File: src/rtl/cmac_link_supervisor.sv
// Per-port CMAC bring-up supervisor: RX datapath reset, alignment timeout,
// debounce to link-up, bounded retries with sticky failure, loss statistics.
module cmac_link_supervisor #(
   parameter int          NUM_PORTS       = 2,
   parameter int unsigned RESET_CYCLES    = 50,
   parameter int unsigned ALIGN_CYCLES    = 644531250,
   parameter int unsigned DEBOUNCE_CYCLES = 1024,
   parameter int unsigned MAX_RETRIES     = 8,
   parameter bit          RSFEC           = 1'b1
) (
   input  logic                      rx_clk,
   input  logic                      rx_reset,
   input  logic [NUM_PORTS-1:0]      stat_rx_aligned,
   input  logic [NUM_PORTS-1:0]      restart,
   input  logic                      clear_stats,
   output logic [NUM_PORTS-1:0]      reset_rx_datapath,
   output logic [NUM_PORTS-1:0]      ctl_tx_enable,
   output logic [NUM_PORTS-1:0]      ctl_tx_send_rfi,
   output logic [NUM_PORTS-1:0]      ctl_rx_enable,
   output logic [NUM_PORTS-1:0]      ctl_rsfec_enable,
   output logic [NUM_PORTS-1:0]      link_up,
   output logic [NUM_PORTS-1:0]      link_failed,
   output logic [3*NUM_PORTS-1:0]    port_state,
   output logic [8*NUM_PORTS-1:0]    retry_count,
   output logic [16*NUM_PORTS-1:0]   loss_count
);

   typedef enum logic [2:0] {
      ST_RESET      = 3'd0,
      ST_WAIT_ALIGN = 3'd1,
      ST_DEBOUNCE   = 3'd2,
      ST_UP         = 3'd3,
      ST_FAILED     = 3'd4
   } state_e;

   localparam logic [31:0] RST_LOAD   = RESET_CYCLES;
   localparam logic [31:0] ALIGN_LOAD = ALIGN_CYCLES;
   localparam logic [31:0] DEB_LOAD   = DEBOUNCE_CYCLES;
   localparam logic [7:0]  MAX_RETRY  = 8'(MAX_RETRIES);

   state_e                  state_q [NUM_PORTS];
   state_e                  state_d [NUM_PORTS];
   logic [31:0]             timer_q [NUM_PORTS];
   logic [31:0]             timer_d [NUM_PORTS];
   logic [31:0]             deb_q   [NUM_PORTS];
   logic [31:0]             deb_d   [NUM_PORTS];
   logic [7:0]              retry_q [NUM_PORTS];
   logic [7:0]              retry_d [NUM_PORTS];
   logic [16*NUM_PORTS-1:0] loss_q;
   logic [16*NUM_PORTS-1:0] loss_d;
   logic [NUM_PORTS-1:0]    timeout;

   always_comb begin
      loss_d  = loss_q;
      timeout = '0;
      for (int i = 0; i < NUM_PORTS; i++) begin
         state_d[i] = state_q[i];
         timer_d[i] = (timer_q[i] == 32'd0) ? 32'd0 : timer_q[i] - 32'd1;
         deb_d[i]   = deb_q[i];
         retry_d[i] = retry_q[i];
         if (restart[i]) begin
            state_d[i] = ST_RESET;
            timer_d[i] = RST_LOAD;
            retry_d[i] = 8'd0;
         end else begin
            case (state_q[i])
               ST_RESET: begin
                  if (timer_q[i] <= 32'd1) begin
                     state_d[i] = ST_WAIT_ALIGN;
                     timer_d[i] = ALIGN_LOAD;
                  end
               end
               ST_WAIT_ALIGN: begin
                  // Advancing on alignment beats a simultaneous timer expiry here.
                  if (stat_rx_aligned[i]) begin
                     if (DEB_LOAD <= 32'd1) begin
                        state_d[i] = ST_UP;
                        retry_d[i] = 8'd0;
                     end else begin
                        state_d[i] = ST_DEBOUNCE;
                        deb_d[i]   = 32'd1;
                     end
                  end else if (timer_q[i] <= 32'd1) begin
                     timeout[i] = 1'b1;
                  end
               end
               ST_DEBOUNCE: begin
                  if (stat_rx_aligned[i] && (deb_q[i] + 32'd1 >= DEB_LOAD)) begin
                     state_d[i] = ST_UP;
                     retry_d[i] = 8'd0;
                  end else if (timer_q[i] <= 32'd1) begin
                     timeout[i] = 1'b1;
                  end else if (!stat_rx_aligned[i]) begin
                     state_d[i] = ST_WAIT_ALIGN;
                  end else begin
                     deb_d[i] = deb_q[i] + 32'd1;
                  end
               end
               ST_UP: begin
                  if (!stat_rx_aligned[i]) begin
                     state_d[i] = ST_RESET;
                     timer_d[i] = RST_LOAD;
                     if (loss_q[16*i +: 16] != 16'hFFFF)
                        loss_d[16*i +: 16] = loss_q[16*i +: 16] + 16'd1;
                  end
               end
               ST_FAILED: ;
               default: state_d[i] = ST_RESET;
            endcase
            if (timeout[i]) begin
               retry_d[i] = (retry_q[i] == 8'hFF) ? 8'hFF : retry_q[i] + 8'd1;
               if ((MAX_RETRY != 8'd0) && (retry_d[i] == MAX_RETRY)) begin
                  state_d[i] = ST_FAILED;
               end else begin
                  state_d[i] = ST_RESET;
                  timer_d[i] = RST_LOAD;
               end
            end
         end
      end
      if (clear_stats)
         loss_d = '0;
   end

   always_ff @(posedge rx_clk) begin
      if (rx_reset) begin
         loss_q <= '0;
         for (int i = 0; i < NUM_PORTS; i++) begin
            state_q[i] <= ST_RESET;
            timer_q[i] <= RST_LOAD;
            deb_q[i]   <= 32'd0;
            retry_q[i] <= 8'd0;
         end
      end else begin
         loss_q <= loss_d;
         for (int i = 0; i < NUM_PORTS; i++) begin
            state_q[i] <= state_d[i];
            timer_q[i] <= timer_d[i];
            deb_q[i]   <= deb_d[i];
            retry_q[i] <= retry_d[i];
         end
      end
   end

   for (genvar g = 0; g < NUM_PORTS; g++) begin : g_port_out
      assign reset_rx_datapath[g]   = (state_q[g] == ST_RESET);
      assign ctl_tx_enable[g]       = (state_q[g] == ST_UP);
      assign ctl_tx_send_rfi[g]     = (state_q[g] != ST_UP);
      assign link_up[g]             = (state_q[g] == ST_UP);
      assign link_failed[g]         = (state_q[g] == ST_FAILED);
      assign port_state[3*g +: 3]   = state_q[g];
      assign retry_count[8*g +: 8]  = retry_q[g];
   end

   assign ctl_rx_enable    = '1;
   assign ctl_rsfec_enable = {NUM_PORTS{RSFEC}};
   assign loss_count       = loss_q;

endmodule
File: config.mk
export PLATFORM = sky130hd
export DESIGN_NAME = cmac_link_supervisor
export DESIGN_NICKNAME = d
export VERILOG_FILES = /design/src/rtl/cmac_link_supervisor.sv
export SDC_FILE = /design/constraint.sdc
export NUM_CORES = 1
export LEC_CHECK = 0
export ABC_AREA = 1
export BUFFER_PORTS_ARGS = -buffer_cell sky130_fd_sc_hd__buf_4
export CAP_MARGIN = 20
export CORE_AREA = 2 2 221 114
export CTS_BUF_LIST = sky130_fd_sc_hd__clkbuf_4
export CTS_CLUSTER_DIAMETER = 120
export DETAILED_ROUTE_END_ITERATION = 6
export DIE_AREA = 0 0 223 116
export PLACE_DENSITY_LB_ADDON = 0.15
export SYNTH_ARGS = -nofsm -noshare
export SYNTH_HDL_FRONTEND = slang
export SYNTH_SLANG_ARGS = --single-unit
File: constraint.sdc
create_clock -name rx_clk -period 7 [get_ports rx_clk]
set_input_delay 1.05 -clock rx_clk [delete_from_list [all_inputs] [get_ports rx_clk]]
set_output_delay 1.05 -clock rx_clk [all_outputs]
set_load 0.005 [all_outputs]
==> results of run 1 <==
## cell type report
type | instances | area (um^2) | share of cell area [%]
antenna | 2 | 5.005 | 0.04308
clock buffer | 17 | 127.6 | 1.099
clock inverter | 15 | 103.9 | 0.8939
inverter | 223 | 839.6 | 7.227
multi-input combinational | 1233 | 5948 | 51.20
sequential | 182 | 3643 | 31.36
tap | 315 | 394.1 | 3.393
timing repair buffer | 74 | 555.5 | 4.782
## placed cells by master (no fill, tap or decap), types with 6 or more instances in the layout
cell type	instances
inv_1	217
ha_1	12
dfxtp_1	182
o21ai_0	51
nor2_1	311
buf_4	74
a21oi_1	85
nor3b_1	6
nand2_2	14
nor3_1	82
nand2_1	366
nand4_1	32
xnor2_1	21
nor4_1	20
nand3b_1	7
xor2_1	48
nor2_2	11
nand3_1	110
clkbuf_4	17
or2_2	16
## power groups by stage
stage	Sequential, mW	Combinational (mW)	Clock (mW)
global route	1.04	0.0563	0.603
global placement	1.06	0.0489	0
finish	1.04	0.0506	0.532
floorplan	1.06	0.0373	0
detailed placement	1.06	0.0499	0
CTS	1.04	0.0502	0.553
## per-stage QoR
stage / instances / setup slack, ns / total power, mW / utilization [%] / hold WS (ns)
finish: 2061 / 3.403 / 1.624 / 48.87 / 0.4737
global route: 2060 / 2.810 / 1.702 / 48.86 / 0.4881
CTS: 2059 / 3.404 / 1.645 / 48.85 / 0.4799
detailed placement: 2027 / 3.444 / 1.113 / 47.87 / 0.4565
global placement: 2027 / 3.502 / 1.112 / 47.87 / 0.4330
floorplan: 1671 / 4.526 / 1.100 / - / 0.4173
## registers in the layout (all words and copies together), names as in the netlist
signal and cells:
retry_q 16, deb_q 64, loss_count 32, state_q 6, timer_q 64
## cell families (layout without fill, tap and decap cells)
| group | count (synthesis) | in the layout |
|---|---|---|
| adder cells (fa/ha/maj) | 12 | 12 |
| flip-flops | 182 | 182 |
| XOR/XNOR | 69 | 69 |
| buffers and inverters | 256 | 329 |
| other | 1 | 6 |
| AO/OA/AOI/OAI | 158 | 158 |
| AND/OR/NAND/NOR | 990 | 990 |
## per-layer routing
layer,vias up,track usage [%],wire (um)
met5,-,0,0
met4,0,5.727,459
met3,38,4.589,1158
met2,212,33.60,11610
met1,4879,30.87,14180
li1,5450,-,-
## critical path, stage by stage, from the launching register on
cell     delay, ns
dfxtp_1       0.41
ha_1          0.19
nand2_1       0.09
nor2_1        0.16
nand2_1       0.14
nor2_4        0.23
nand2_1       0.08
nand2_1       0.05
nand2_1       0.05
a21oi_1       0.14
nand2_1       0.07
nor2_1        0.08
nand3_1       0.20
nand2_2       0.22
nand3_1       0.35
inv_1         0.80
nand2_1       0.13
a21oi_1       0.15
## worst paths after layout
| path | startpoint | to | cells after the start |
|---|---|---|---|
| max | deb_q[0][32] | deb_q[0][39] | 17 |
| min | timer_q[0][0] | timer_q[0][0] | 1 |
| max reg2reg | deb_q[0][32] | deb_q[0][39] | 17 |
| min reg2reg | timer_q[0][0] | timer_q[0][0] | 1 |
==> results.txt, run 1 <==
Status: finished clean
Post-route DRC: 0
Slew HR: 39.48%
Die area: 0.02587 mm^2
Final #Nets: 1,750
Clock buffer depth: 2
Switching Fraction: 26.46%
Worst vdd ir: 0.00006919 V
Rows: 40
Placed Area: 0.01138 mm^2
Leading area contributor after synthesis: dfxtp_1
Worst Setup Start Kind: flop
Main combinational cell family by area after synthesis: simple AND/OR/NAND/NOR gates
GP Congestion: 0.9223
Core Region: 0.02377 mm^2
Logic gate share of total power: 3.1%
FMAX: 278.0 MHz
Post-synth top cells: nand2_1, nor2_1, inv_1
Iteration-0 DRC Markers: 795
Post-synth ARST share: 0%
Later-pin clock latency in the skew report: 0.63 ns
Fraction of synthesized area in multiplexers: 0%
Crit. End Element: flop
Leakage Power: 4.636 nW
Max-slew violations: 0
TritonCTS clock tree: yes
Synth Area in Compound Gates: 7.941%
Yosys top cell area share: 34.36%
Total track usage: 21.74%
H-tree levels: 4
NetSw: 0.4296 mW
I/O pin cnt: 75
Worst clock skew: 0.02473 ns
Clock Sinks: 182
Synth Area in XOR/XNOR: 5.699%
RSZ-0062 raised after global routing: false
Period minus WS final: 3.597 ns
Area delta synth->final: 9.558%
Min-delay worst type: reg -> reg
Seq pwr share: 64.1%
Critical path class: reg -> reg
Worst-path clk slew: 0.16 ns
Via/cell ratio: 5.133
CP required: 7.55 ns
P per Cell Area: 139.8 mW/mm^2
First-pass GRT wire length: 45,730 um
Adder-cell share of the synthesized area: 1.416%
Internal: 1.194 mW
DR vias: 10,580
Drt total wl: 27,410 um
Crit Path Max Fanout: 29
Period utilisation layout: 51.38%
Syn Inst Count: 1,668
# setup viols final: 0
Starting Density: 44.61%
Synth top area cells: dfxtp_1, nand2_1, nor2_1
CTS resizes: 0
Synth Area in Simple Gates: 40.90%
Detailed-router iteration count before antenna repair: 5
Final Instance Area: 0.01162 mm^2
FF+latch count, synth: 182
Routed length per instance: 13.30 um
Post-Syn Area per Cell: 6.357 um^2
Final hold vios: 0
Clock power share: 32.8%
Layout cell share with drive strength beyond 1: 9.289%
PortBufs: 70
Total negative slack: 0 ns
Syn. warnings: 0
Die W: 223 um
Die H: 116 um
Root Buffer: clkbuf_4
Post-synth EDFFs: 0
Fillcell total: 2,451
Cts hold-fix bufs: 0
Post-CTS Setup Inserts: 0
DPL Wire Length: 20,980 um
Initial antenna violation count: 1
Slew @ Worst Pin: 0.9068 ns
Count leader, synth: nand2_1
MaxCap Viol Count: 0
Cell Area, Synth: 0.01060 mm^2
Routed Antenna Nets: 0
Synth unique cells: 47
Largest net degree at the start of global routing: 63
Top_reg_cell synth: dfxtp_1
Vias in the first global route: 9,366
Flop2flop setup slack: 3.40 ns
CTS Buf Count: 17
Grt total ovfl: 0
Critical path data arrival time: 4.15 ns
Register area share after synthesis: 34.36%
(Power assumes the default switching activity.)
==> inputs of run 2 (changes only) <==
Clock period 7 ns to 3.11 ns, I/O delays scaled along.
==> results.txt, run 2 (same netlist as run 1, synthesis figures left out) <==
Status: finished with violations
Failing checks: DRC
Clock Sinks: 182
Root Buffer: clkbuf_4
Critical path's largest stage delay: 0.42 ns
Worst path slowest cell: dfxtp_1
Crit Path Max Fanout: 18
Layout cell share with drive strength beyond 1: 10.15%
Via/cell ratio: 5.080
Fillcell total: 2,456
CP required: 3.64 ns
Hold path startpoint: rx_reset
Period minus WS final: 2.781 ns
Post-route DRC: 5
Crit. End Element: flop
Worst vdd ir: 0.0002743 V
Largest net degree at the start of global routing: 50
Hold Slack: 0.1424 ns
Initial antenna violation count: 1
Slew @ Worst Pin: 0.5947 ns
Max-slew violations: 0
PortBufs: 70
Commonest non-fill, non-tap cell in the layout: nand2_1
Rows: 40
FMAX: 359.6 MHz
I/O pin cnt: 75
Total negative slack: 0 ns
Total track usage: 21.94%
Period utilisation layout: 89.42%
DR vias: 10,560
Iteration-0 DRC Markers: 787
Reg2reg start: deb_q[0][0]
Drt total wl: 27,930 um
RSZ-0062 raised after global routing: false
Leakage Power: 4.748 nW
Vias in the first global route: 9,558
Min-delay worst type: in -> reg
Critical path class: reg -> reg
Number of buffers and inverters on the critical path: 0
Final hold vios: 0
Slew HR: 59.99%
# setup viols final: 0
Dpl cells: 2,044
Crit-path cells: ha_1 > nand2_1 > nor2_4 > nand2_1 > nor2_2 > nand2_1 > nand2_1 > nand2_1 > nor2_1 > nand2_1 > nor2_1 > nand3_1 > nand2_2 > nand2_2 > nand2_2 > nand4_4 > nand2_4 > nor2_1
Fin cells: 2,079
CP delay by family, top: simple AND/OR/NAND/NOR gates
First-pass GRT wire length: 45,950 um
Core Region: 0.02377 mm^2
Starting Density: 44.61%
Grt total ovfl: 0
MaxCap Viol Count: 0
Worst clock skew: 0.02716 ns
TritonCTS clock tree: yes
P per Cell Area: 313.1 mW/mm^2
Clock buffer depth: 2
Worst Setup Start Kind: flop
Final #Nets: 1,769
WHS Path Cells: 2
DPL Wire Length: 21,650 um
Routed length per instance: 13.44 um
Routed Antenna Nets: 0
Later-pin clock latency in the skew report: 0.64 ns
Worst-path clk slew: 0.14 ns
Area delta synth->final: 11.17%
GP Congestion: 0.9877
Cts hold-fix bufs: 0
Critical path data arrival time: 3.31 ns
Die W: 223 um
Die H: 116 um
Most frequent cells in the layout: nand2_1, nor2_1, inv_1, dfxtp_1, nand3_1
Detailed-router iteration count before antenna repair: 7
R2R Path End: timer_q[0][30]
CTS Buf Count: 17
Die area: 0.02587 mm^2
Worst R2R Path Depth: 18
Flop2flop setup slack: 0.33 ns
CP dominant cell by count: nand2_1
WHS Endpoint: deb_q[0][7]
H-tree levels: 4
run 2: metrics by stage:
stage               area [um^2]  power, mW  util (%)  setup slack, ns
floorplan                 10620      2.476         -           0.7555
global placement          11510      2.510     48.41           0.2190
detailed placement        11510      2.512     48.41           0.1580
CTS                       11740      3.742     49.39           0.1289
global route              11790      3.863     49.59        0.0005962
finish                    11790      3.691     49.59           0.3290
run 2: what timing repair did:
action	4_1_cts	5_1_grt
buffers inserted	0	2
gates resized for setup	0	10
endpoints found under the setup margin	0	55
run 2: routing by layer:
metal / share of wire, % / vias up / GRT usage (%)
met4: 1.5 / 0 / 5.638
met2: 46 / 218 / 37.48
met1: 48 / 4815 / 28.36
li1: - / 5483 / -
met3: 4.5 / 46 / 4.868
met5: 0 / - / 0
run 2: where the power goes:
part	switching, mW	total [mW]	internal, mW
Clock	0.835	1.23	0.394
Sequential	0.00465	2.34	2.34
Combinational	0.0839	0.119	0.0355
run 2: final cells by class:
cell class,instances,area (um^2),share of cell area [%]
inverter,223,854.6,7.249
clock inverter,13,90.09,0.7642
clock buffer,19,142.6,1.210
sequential,182,3643,30.91
antenna,1,2.502,0.02123
timing repair buffer,93,698.2,5.922
tap,315,394.1,3.343
multi-input combinational,1233,5963,50.58
run 2: worst max-delay path by stage:
stage                 startpoint             end  slack (ns)  cells past startpoint
floorplan            deb_q[0][0]  timer_q[0][31]        0.76                     19
CTS                  deb_q[0][0]     deb_q[0][0]        0.13                     19
detailed placement   deb_q[0][0]     deb_q[0][0]        0.16                     19
global route         deb_q[0][0]  timer_q[0][16]      0.0006                     18
finish               deb_q[0][0]  timer_q[0][30]        0.33                     18
global placement    deb_q[0][32]  timer_q[0][42]        0.22                     18
run 2: worst register-to-register path, cell delays in order, from the launching register on:
cell	delay (ns)
dfxtp_1	0.42
ha_1	0.24
nand2_1	0.13
nor2_4	0.19
nand2_1	0.10
nor2_2	0.17
nand2_1	0.06
nand2_1	0.05
nand2_1	0.05
nor2_1	0.09
nand2_1	0.06
nor2_1	0.11
nand3_1	0.18
nand2_2	0.15
nand2_2	0.07
nand2_2	0.11
nand4_4	0.18
nand2_4	0.25
nor2_1	0.07
